## src/rtl/video_pixel_feeder_pkg.sv

```systemverilog
// Shared video definitions: pixel width, feeder state encoding, default raster size.
// Latency: n/a (types and constants only).
// Backpressure: n/a.
package video_pixel_feeder_pkg;

    localparam int RGB_W       = 24;
    localparam int DEF_VIDEO_H = 1280;
    localparam int DEF_VIDEO_V = 720;

    typedef logic [RGB_W-1:0] rgb_t;

    typedef enum logic {
        ST_WAIT_SOF = 1'b0,
        ST_RUN      = 1'b1
    } state_e;

    function automatic logic [15:0] sat_inc16(input logic [15:0] v);
        return (v == 16'hFFFF) ? v : v + 16'd1;
    endfunction

endpackage

```

## src/rtl/video_pixel_feeder_if.sv

```systemverilog
// Frame-store pixel stream: one 24-bit pixel per beat, SOF marks a frame's first pixel.
// Latency: n/a (wires only).
// Backpressure: beat transfers when s_valid and s_ready are both high.
interface video_pixel_feeder_if;
    import video_pixel_feeder_pkg::*;

    logic s_valid;
    logic s_ready;
    rgb_t s_data;
    logic s_sof;

    modport master (
        output s_valid,
        output s_data,
        output s_sof,
        input  s_ready
    );

    modport slave (
        input  s_valid,
        input  s_data,
        input  s_sof,
        output s_ready
    );

endinterface

```

## src/rtl/video_pixel_feeder_fifo.sv

```systemverilog
// Show-ahead synchronous FIFO with registered pointers, level and full/empty flags.
// Latency: written word readable at rd_data the cycle after wr_en.
// Backpressure: writes while full and reads while empty are ignored; flush wins over both.
module sync_fifo_fwft #(
    parameter int DW = 24,
    parameter int AW = 4
) (
    input  logic          i_clk,
    input  logic          i_rst_n,
    input  logic          wr_en,
    input  logic [DW-1:0] wr_data,
    input  logic          rd_en,
    input  logic          flush,
    output logic [DW-1:0] rd_data,
    output logic          full,
    output logic          empty,
    output logic [AW:0]   level
);

    localparam int          DEPTH    = 2**AW;
    localparam logic [AW:0] FULL_LVL = (AW+1)'(DEPTH);

    logic [DW-1:0] mem [DEPTH];
    logic [AW-1:0] wr_ptr_q;
    logic [AW-1:0] rd_ptr_q;
    logic [AW:0]   level_q;
    logic [AW:0]   level_d;
    logic          full_q;
    logic          empty_q;
    logic          do_wr;
    logic          do_rd;

    assign do_wr   = wr_en && !full_q;
    assign do_rd   = rd_en && !empty_q;
    assign rd_data = mem[rd_ptr_q];
    assign full    = full_q;
    assign empty   = empty_q;
    assign level   = level_q;

    always_comb begin
        level_d = level_q;
        unique case ({do_wr, do_rd})
            2'b10:   level_d = level_q + (AW+1)'(1);
            2'b01:   level_d = level_q - (AW+1)'(1);
            default: level_d = level_q;
        endcase
        if (flush) begin
            level_d = '0;
        end
    end

    always_ff @(posedge i_clk) begin
        if (do_wr) begin
            mem[wr_ptr_q] <= wr_data;
        end
    end

    always_ff @(posedge i_clk or negedge i_rst_n) begin
        if (!i_rst_n) begin
            wr_ptr_q <= '0;
            rd_ptr_q <= '0;
            level_q  <= '0;
            full_q   <= 1'b0;
            empty_q  <= 1'b1;
        end else begin
            if (flush) begin
                wr_ptr_q <= '0;
                rd_ptr_q <= '0;
            end else begin
                if (do_wr) wr_ptr_q <= wr_ptr_q + AW'(1);
                if (do_rd) rd_ptr_q <= rd_ptr_q + AW'(1);
            end
            level_q <= level_d;
            full_q  <= (level_d == FULL_LVL);
            empty_q <= (level_d == '0);
        end
    end

endmodule

```

## src/rtl/video_pixel_feeder.sv

```systemverilog
// Buffers the frame-store pixel stream and answers the timing generator's pixel request combinationally.
// Latency: accepted beat visible in o_level and readable one cycle later; o_rgb same cycle as i_data_req.
// Backpressure: s_ready low when FIFO full or during a resync flush; non-SOF beats dropped while waiting for SOF.
module video_pixel_feeder
    import video_pixel_feeder_pkg::*;
#(
    parameter int VIDEO_H       = DEF_VIDEO_H,
    parameter int VIDEO_V       = DEF_VIDEO_V,
    parameter int FIFO_AW       = 4,
    parameter bit VS_SYNC_LEVEL = 1'b0
) (
    input  logic                 i_clk,
    input  logic                 i_rst_n,
    input  logic                 i_vs,
    input  logic                 i_data_req,
    output rgb_t                 o_rgb,
    video_pixel_feeder_if.slave  s,
    output logic                 o_underflow,
    output logic [15:0]          o_underflow_cnt,
    output logic [FIFO_AW:0]     o_level
);

    localparam int FRAME_PIXELS = VIDEO_H * VIDEO_V;
    localparam int PCW          = $clog2(FRAME_PIXELS) + 1;

    state_e         state_q;
    state_e         state_d;
    logic           vs_q;
    logic           frame_start;
    logic           good_frame;
    logic           flush;
    logic           ready;
    logic           fifo_wr;
    logic           fifo_rd;
    logic           fifo_full;
    logic           fifo_empty;
    rgb_t           fifo_head;
    logic           uf_ev;
    logic [PCW-1:0] pop_cnt_q;

    assign frame_start = (i_vs == VS_SYNC_LEVEL) && (vs_q != VS_SYNC_LEVEL);
    assign good_frame  = (state_q == ST_RUN) && (pop_cnt_q == PCW'(FRAME_PIXELS)) && !o_underflow;
    assign flush       = frame_start && !good_frame;

    assign fifo_rd = i_data_req && !fifo_empty;
    assign uf_ev   = i_data_req && fifo_empty && (state_q == ST_RUN);
    assign o_rgb   = fifo_rd ? fifo_head : '0;

    assign s.s_ready = ready;

    always_comb begin
        state_d = state_q;
        ready   = 1'b0;
        fifo_wr = 1'b0;
        case (state_q)
            ST_WAIT_SOF: begin
                ready = 1'b1;
                if (s.s_valid && s.s_sof) begin
                    fifo_wr = 1'b1;
                    state_d = ST_RUN;
                end
            end
            ST_RUN: begin
                ready   = !fifo_full;
                fifo_wr = s.s_valid && !fifo_full;
            end
        endcase
        // A bad frame drops everything buffered; nothing may enter in that same cycle.
        if (flush) begin
            ready   = 1'b0;
            fifo_wr = 1'b0;
            state_d = ST_WAIT_SOF;
        end
    end

    always_ff @(posedge i_clk or negedge i_rst_n) begin
        if (!i_rst_n) begin
            state_q <= ST_WAIT_SOF;
            vs_q    <= !VS_SYNC_LEVEL;
        end else begin
            state_q <= state_d;
            vs_q    <= i_vs;
        end
    end

    always_ff @(posedge i_clk or negedge i_rst_n) begin
        if (!i_rst_n) begin
            pop_cnt_q <= '0;
        end else if (frame_start) begin
            pop_cnt_q <= '0;
        end else if (fifo_rd && (pop_cnt_q != '1)) begin
            pop_cnt_q <= pop_cnt_q + PCW'(1);
        end
    end

    // The sticky flag covers one frame only; the counter keeps the lifetime total.
    always_ff @(posedge i_clk or negedge i_rst_n) begin
        if (!i_rst_n) begin
            o_underflow     <= 1'b0;
            o_underflow_cnt <= '0;
        end else begin
            if (frame_start) begin
                o_underflow <= uf_ev;
            end else if (uf_ev) begin
                o_underflow <= 1'b1;
            end
            if (uf_ev) begin
                o_underflow_cnt <= sat_inc16(o_underflow_cnt);
            end
        end
    end

    sync_fifo_fwft #(
        .DW (RGB_W),
        .AW (FIFO_AW)
    ) u_fifo (
        .i_clk   (i_clk),
        .i_rst_n (i_rst_n),
        .wr_en   (fifo_wr),
        .wr_data (s.s_data),
        .rd_en   (fifo_rd),
        .flush   (flush),
        .rd_data (fifo_head),
        .full    (fifo_full),
        .empty   (fifo_empty),
        .level   (o_level)
    );

endmodule
```

## src/flat_wrapper.sv

```systemverilog
// flat-port wrapper written by rule: the top's interface ports become plain ports
module video_pixel_feeder_flat import video_pixel_feeder_pkg::*;
#(
    parameter int VIDEO_H       = DEF_VIDEO_H,
    parameter int VIDEO_V       = DEF_VIDEO_V,
    parameter int FIFO_AW       = 4,
    parameter bit VS_SYNC_LEVEL = 1'b0
)
  (i_clk, i_rst_n, i_vs, i_data_req, o_rgb, o_underflow, o_underflow_cnt, o_level, s_s_valid, s_s_data, s_s_sof, s_s_ready);
  video_pixel_feeder_if s_i ();
  input  logic i_clk;
  input  logic i_rst_n;
  input  logic i_vs;
  input  logic i_data_req;
  output rgb_t o_rgb;
  output logic o_underflow;
  output logic [15:0] o_underflow_cnt;
  output logic [FIFO_AW:0] o_level;
  input wire logic [$bits(s_i.s_valid)-1:0] s_s_valid;
  input wire logic [$bits(s_i.s_data)-1:0] s_s_data;
  input wire logic [$bits(s_i.s_sof)-1:0] s_s_sof;
  output wire logic [$bits(s_i.s_ready)-1:0] s_s_ready;
  assign s_i.s_valid = s_s_valid;
  assign s_i.s_data = s_s_data;
  assign s_i.s_sof = s_s_sof;
  assign s_s_ready = s_i.s_ready;
  video_pixel_feeder #(.VIDEO_H(VIDEO_H), .VIDEO_V(VIDEO_V), .FIFO_AW(FIFO_AW), .VS_SYNC_LEVEL(VS_SYNC_LEVEL)) u_core (.i_clk(i_clk), .i_rst_n(i_rst_n), .i_vs(i_vs), .i_data_req(i_data_req), .o_rgb(o_rgb), .s(s_i), .o_underflow(o_underflow), .o_underflow_cnt(o_underflow_cnt), .o_level(o_level));
endmodule
```

## config.mk

```make
export PLATFORM = sky130hd
export DESIGN_NAME = video_pixel_feeder_flat
export DESIGN_NICKNAME = d
export VERILOG_FILES = /design/src/rtl/video_pixel_feeder_pkg.sv /design/src/rtl/video_pixel_feeder_if.sv /design/src/rtl/video_pixel_feeder_fifo.sv /design/src/rtl/video_pixel_feeder.sv /design/src/flat_wrapper.sv
export SDC_FILE = /design/constraint.sdc
export NUM_CORES = 1
export LEC_CHECK = 0
export ABC_AREA = 1
export CAP_MARGIN = 10
export CORE_ASPECT_RATIO = 0.6
export CORE_MARGIN = 4
export CORE_UTILIZATION = 45
export CTS_CLUSTER_DIAMETER = 200
export DETAILED_ROUTE_END_ITERATION = 8
export GPL_TIMING_DRIVEN = 0
export HOLD_SLACK_MARGIN = 0.12
export MAX_ROUTING_LAYER = met4
export SYNTH_ARGS = -nofsm -noshare
export SYNTH_HDL_FRONTEND = slang
export SYNTH_SLANG_ARGS = --single-unit
```

## constraint.sdc

```tcl
create_clock -name i_clk -period 5.87 [get_ports i_clk]
set_input_delay 1.174 -clock i_clk [delete_from_list [all_inputs] [get_ports i_clk]]
set_output_delay 1.174 -clock i_clk [all_outputs]
set_load 0.005 [all_outputs]
```

# After elaboration in Yosys (flattened, before gate mapping)
# Memory sizes are Yosys's and may differ from the RTL's.
# Cells that the tools add are included.
[op_classes]
addsub = 6
eq_ne = 6
muxes = 20
n_bitwise = 3
n_reduce_logical = 22
[op_table]
columns = ["operator", "count"]
rows = [
  ["$mux 21", 2],
  ["$mux 24", 1],
  ["$add 21x1->21 const B", 1],
  ["$eq 21x20->1 const B", 1],
  ["$ne 21x21->1 const B", 1],
  ["$add 16x1->16 const B", 1],
  ["$eq 16x16->1 const B", 1],
  ["$mux 4", 4],
  ["$logic_and 1x1->1", 12],
  ["$pmux 5 s2", 1],
  ["$mux 1", 9],
  ["$add 4x1->4 const B", 2],
  ["$reduce_bool 2->1", 4],
  ["$add 5x1->5 const B", 1],
  ["$eq 5x5->1 const B", 1],
  ["$logic_not 5->1", 1],
  ["$mux 5", 1],
  ["$sub 5x1->5 const B", 1],
  ["$logic_not 1->1", 4],
  ["$pmux 1 s2", 2],
  ["$not 1->1", 3],
  ["$eq 2x1->1 const B", 1],
  ["$eq 2x2->1 const B", 1],
  ["$reduce_and 2->1", 1],
]
[word_totals]
register_bits = 55
mem_bits_rw = 384
output_inout_bits = 47
word_cells = 68
n_memories = 1
[memory_table]
columns = ["memory", "words", "width", "rd", "rd_clocked_by_memory_dff", "write_ports", "line_no", "text"]
rows = [
  ["u_core.u_fifo.mem", 16, 24, 1, 0, 1, "video_pixel_feeder_fifo.sv:23", "logic [DW-1:0] mem [DEPTH];"],
]

# Depth between registers and ports, before layout
[logic_depth]
ltp_word = 11
depth_mapped = 25

# Hierarchy
# Synthesis repeated with hierarchy kept, for this count alone.
[unflattened]
cells_unflattened = 1575
hier_area_um2 = 18616.6
[modules_own_cells]
columns = ["module", "n_inst", "cells_per_inst", "area_each_um2", "seq_area_each_um2"]
rows = [
  ["sync_fifo_fwft", 1, 1155, 15792.6, 11907.7],
  ["video_pixel_feeder", 1, 420, 2824.0, 1002.2],
]

# Worst setup path before layout
# OpenSTA, ideal clock, no wires.
[synth_path]
kind = "in2reg"
startpoint = "input i_vs"
endpoint = "register u_core.u_fifo.empty_q, in the netlist u_core.u_fifo.empty"
setup_ps = 80
arrival_ps = 3275
setup_slack_ps = 2515
path_stages = 19
n_path_buf = 1
cell_sequence = "nor2_1 nand2_4 inv_4 nor2_8 nand2_2 buf_6 ha_1 nor2_1 nor2_1 ha_1 inv_1 nand2_1 nand3_1 nand2_1 nand2_1 nand2_1 nand2_1 a21oi_1 nor2_1"
[synth_between]
elab_chain_cells = 9
[synth_rtl]
columns = ["element", "line_no", "text"]
rows = [
  ["start, declared", "flat_wrapper.sv:13", "input logic i_vs;"],
  ["$not 1->1 *", "video_pixel_feeder.sv:41", "assign frame_start = (i_vs == VS_SYNC_LEVEL) && (vs_q != VS_SYNC_LEVEL);"],
  ["$logic_and 1x1->1 *", "video_pixel_feeder.sv:41", ""],
  ["$logic_and 1x1->1 *", "video_pixel_feeder.sv:43", "assign flush = frame_start && !good_frame;"],
  ["$mux 1", "video_pixel_feeder.sv:69", "if (flush) begin"],
  ["$logic_and 1x1->1", "video_pixel_feeder_fifo.sv:33", "assign do_wr = wr_en && !full_q;"],
  ["$eq 2x1->1 / $eq 2x2->1 (equally long branches)", "video_pixel_feeder_fifo.sv:42", "unique case ({do_wr, do_rd})"],
  ["$pmux 5 s2", "video_pixel_feeder_fifo.sv:42", ""],
  ["$mux 5 *", "video_pixel_feeder_fifo.sv:47", "if (flush) begin"],
  ["via u_core.u_fifo.level_d[4]", "video_pixel_feeder_fifo.sv:27", "logic [AW:0] level_d;"],
  ["$logic_not 5->1 *", "video_pixel_feeder_fifo.sv:75", "empty_q <= (level_d == '0);"],
  ["end signal, assigned", "video_pixel_feeder_fifo.sv:75", ""],
  ["end, declared", "video_pixel_feeder_fifo.sv:29", "logic empty_q;"],
]
# The timed path passes the listed nets; every way through them passes the cells marked *.
# A chain may end at the register's enable or synchronous reset.

# Worst setup path in the final report
[layout_path]
startpoint = "register u_core.u_fifo.rd_ptr_q[1]"
endpoint = "output o_rgb[8]"
[layout_between]
elab_chain_cells = 2
[layout_rtl]
columns = ["element", "line_no", "text"]
rows = [
  ["start, declared", "video_pixel_feeder_fifo.sv:25", "logic [AW-1:0] rd_ptr_q;"],
  ["start signal, assigned", "video_pixel_feeder_fifo.sv:71", "if (do_rd) rd_ptr_q <= rd_ptr_q + AW'(1);"],
  ["$mem_v2 16x24", "-", ""],
  ["$mux 24", "video_pixel_feeder.sv:47", "assign o_rgb = fifo_rd ? fifo_head : '0;"],
  ["end, declared", "flat_wrapper.sv:15", "output rgb_t o_rgb;"],
]
# No other way between the ends.

==> run_results.csv <==
group,metric,value,unit
run_status,status,"completed",
grt,grt_pass1_wl,82.3,mm
clocking,ctsHoldBuffers,0,
synth,synth_commonest_cells,"384 x edfxtp_1, 323 x nor2_1, 203 x o21ai_0, 138 x nand2_1, 73 x o211ai_1",
clocking,clock_latency,570,ps
grt,antenna_found_initial,0,
route,wire_per_inst,25.0,um
finish,final_util,0.530,
worst_setup_path,worst-r2r-setup-slack,2530,ps
power,ir_drop,0.255,mV
sta,setup_violations,0,
clocking,cts_setup_buffers,0,
floorplanning,rows,57,
grt,grt_pass1_vias,12300,
route,routed_via_density,5.75,
worst_setup_path,critPathMaxStageDelay,580,ps
route,routed_wl,56.6,mm
synth,synth_most_common_cell,"edfxtp_1",
synth,async_reset_ff_frac,0.125,
clocking,clk_path_buf_depth,3,
synth,yosysSeqAreaShare,0.694,
synth,synthFlopType,"edfxtp_1",
route,wl_met1,24.9,mm
power,finalPower,0.00910,W
sta,worstMarginPinSlew,1110,ps
job,cap_violations,0,
route,antenna_left,0,
route,first_iter_violations,1597,
worst_setup_path,critPathKind,"reg -> out",
synth,synthesis.instances,1571,
worst_setup_path,startpoint_type,"register",
worst_setup_path,cp_max_fo,10,
synth,yosys_register_bits,439,
clocking,cts_max_level,2,
route,drc_errors,0,
synth,synth-edff-count,384,
worst_setup_path,r2r_cells,19,
sta,fmax,203,MHz
clocking,numCtsBuffers,43,
power,power.leakage,7.27,nW
worst_hold_path,hp-class,"reg -> reg",
clocking,post_cts_resize_count,0,
route,vias,13000,
sta,slew_headroom,0.255,
route,dr.pass1.iters,7,
sta,fin_crit,4920,ps
route,wl_met3,7.13,mm
floorplanning,io_pins,77,
floorplanning,core_area,40700,um2
worst_setup_path,cp-end-kind,"output pin",
floorplanning,initial_core_util,0.457,
worst_setup_path,cp_num_buf_inv,4,
clocking,root_buffer,"clkbuf_16",
sta,finalHoldViolations,0,
synth,synth_top_area_cell,"edfxtp_1",
worst_hold_path,whs_endpoint,"u_core.o_underflow",
worst_hold_path,holdPathStages,2,
finish,multi_input_area,5060,um2
clocking,cts_tree,"yes",
power,powerDensity,423,nW/um2
sta,skew,16.3,ps
grt,grt_max_degree,36,
finish,drive_gt1_frac,0.0890,
synth,synth.area.top_cells,"edfxtp_1 62%, dfrtp_1 7.1%, nor2_1 6.5%",
synth,syn_area_per_cell,11.8,um2
floorplanning,die_h,165,um
sta,finalCritPeriodShare,0.839,
route,top_layer,"met4",
worst_hold_path,hold_start,"u_core.o_underflow",
route,wl_met2,23.4,mm
finish,nets,1740,
worst_setup_path,crit_arrival,3750,ps
worst_setup_path,timing.critical_path.max_delay_family,"buffers and inverters",
finish,stdcell_area,21500,um2
clocking,cts.sinks,439,
synth,synth.top_cell.area_share,0.620,
synth,yosys_warnings,0,
placement,placed_cell_area,20200,um2
sta,fin_setup_tns,0,ps
clocking,clk_pin_slew_worst_paths,70,ps
finish,seq_area,12900,um2
synth,syn_nets,1612,
floorplanning,die-area,44700,um2
worst_setup_path,crit_chain,"inv_1 -> buf_2 -> clkbuf_1 -> o21ai_0 -> o221ai_1 -> nand3_1 -> a21oi_1 -> clkdlybuf4s50_1",
worst_setup_path,required,4700,ps
floorplanning,die_x,270,um
placement,port_buffers,76,
synth,yosysUniqueCellTypes,37,
finish,insertedDiodeCount,0,
placement,hpwl,37.2,mm
placement,gp_congestion,0.900,
grt,overflow,0,
worst_setup_path,reg2reg_from,"u_core.pop_cnt_q[0]",
worst_setup_path,r2r-end,"u_core.u_fifo.empty",
synth,syn_area,18600,um2
sta,rsz0062_at_grt,"false",
finish,fill_cells,3513,
worst_setup_path,slowest_stage,"clkdlybuf4s50_1",
sta,maxSlewViolCount,0,
grt,grt_use_total,0.259,
finish,syn_to_final_growth,15.8,%
-- kinds of logic after synthesis --
family	after synthesis	share of synthesized area
xor gates and xnor gates	34	0.0160
adders and majority gates	11	0.00740
AOI/OAI and AO/OA	369	0.115
and+or+nand+nor	573	0.132
buffers and inverters	145	0.0357
DFF	439	0.694
-- metrics by stage --
stage	worst slack, ps	hold WS (ps)	instances
floorplan	2510	471	1571
global placement	1150	495	2178
detailed placement	1210	505	2185
CTS	1070	518	2262
global route	781	548	2262
finish	947	509	2262
-- layout by cell type (no fill, tap or decap), types with 33 or more instances in the layout --
cell	synthesis	final
edfxtp_1	384	384
nor2_1	323	323
o21ai_0	203	203
nand2_1	138	138
clkdlybuf4s50_1	0	75
o211ai_1	73	73
nand3_1	56	56
clkbuf_1	52	55
dfrtp_1	53	53
inv_1	46	46
clkbuf_16	0	45
a21oi_1	33	33
-- registers in the layout, indices dropped and copies added, names as in the netlist --
signal,cells
u_core.u_fifo.mem,384
u_core.u_fifo.empty,1
u_core.o_underflow_cnt,16
u_core.o_underflow,1
u_core.u_fifo.rd_ptr_q,4
u_core.u_fifo.full,1
u_core.vs_q,1
u_core.pop_cnt_q,21
u_core.u_fifo.level,5
u_core.state_q,1
u_core.u_fifo.wr_ptr_q,4
-- tightest hold or removal path: stages, from the launching register on --
cell and delay, ps:
dfrtp_1 370, nand2_1 60, nand2_1 50
-- worst max path at each step --
stage,startpoint,to,slack [ps],cells past startpoint
5_1_grt,u_core.u_fifo.rd_ptr_q[1],o_rgb[6],780,8
4_1_cts,u_core.u_fifo.rd_ptr_q[1],o_rgb[6],1070,8
6_report,u_core.u_fifo.rd_ptr_q[1],o_rgb[8],950,8
2_1_floorplan,i_vs,u_core.u_fifo.empty,2510,19
3_5_place_dp,i_data_req,o_rgb[15],1210,5
3_3_place_gp,i_data_req,o_rgb[15],1150,5
-- area by class of cell --
class | count | area share
Timing Repair Buffer | 83 | 0.0430
Sequential cell | 439 | 0.599
Clock inverter | 29 | 0.00842
Clock buffer | 48 | 0.0528
Buffer | 90 | 0.0210
Tap cell | 531 | 0.0308
Inverter | 55 | 0.00976
Multi-Input combinational cell | 987 | 0.235
-- power by group --
part | switching, W | internal, W | total, W
Clock | 0.00121 | 0.00144 | 0.00266
Combinational | 0.00188 | 0.000862 | 0.00274
Sequential | 0.000104 | 0.00360 | 0.00371
Total | 0.00319 | 0.00591 | 0.00910
-- layer usage --
layer / global-route usage / vias to the layer above
li1: - / 5885
met1: 0.370 / 6319
met2: 0.367 / 703
met3: 0.0839 / 95
met4: 0.0525 / 0
met5: - / -
No activity file was read; power rests on OpenSTA's default activity.
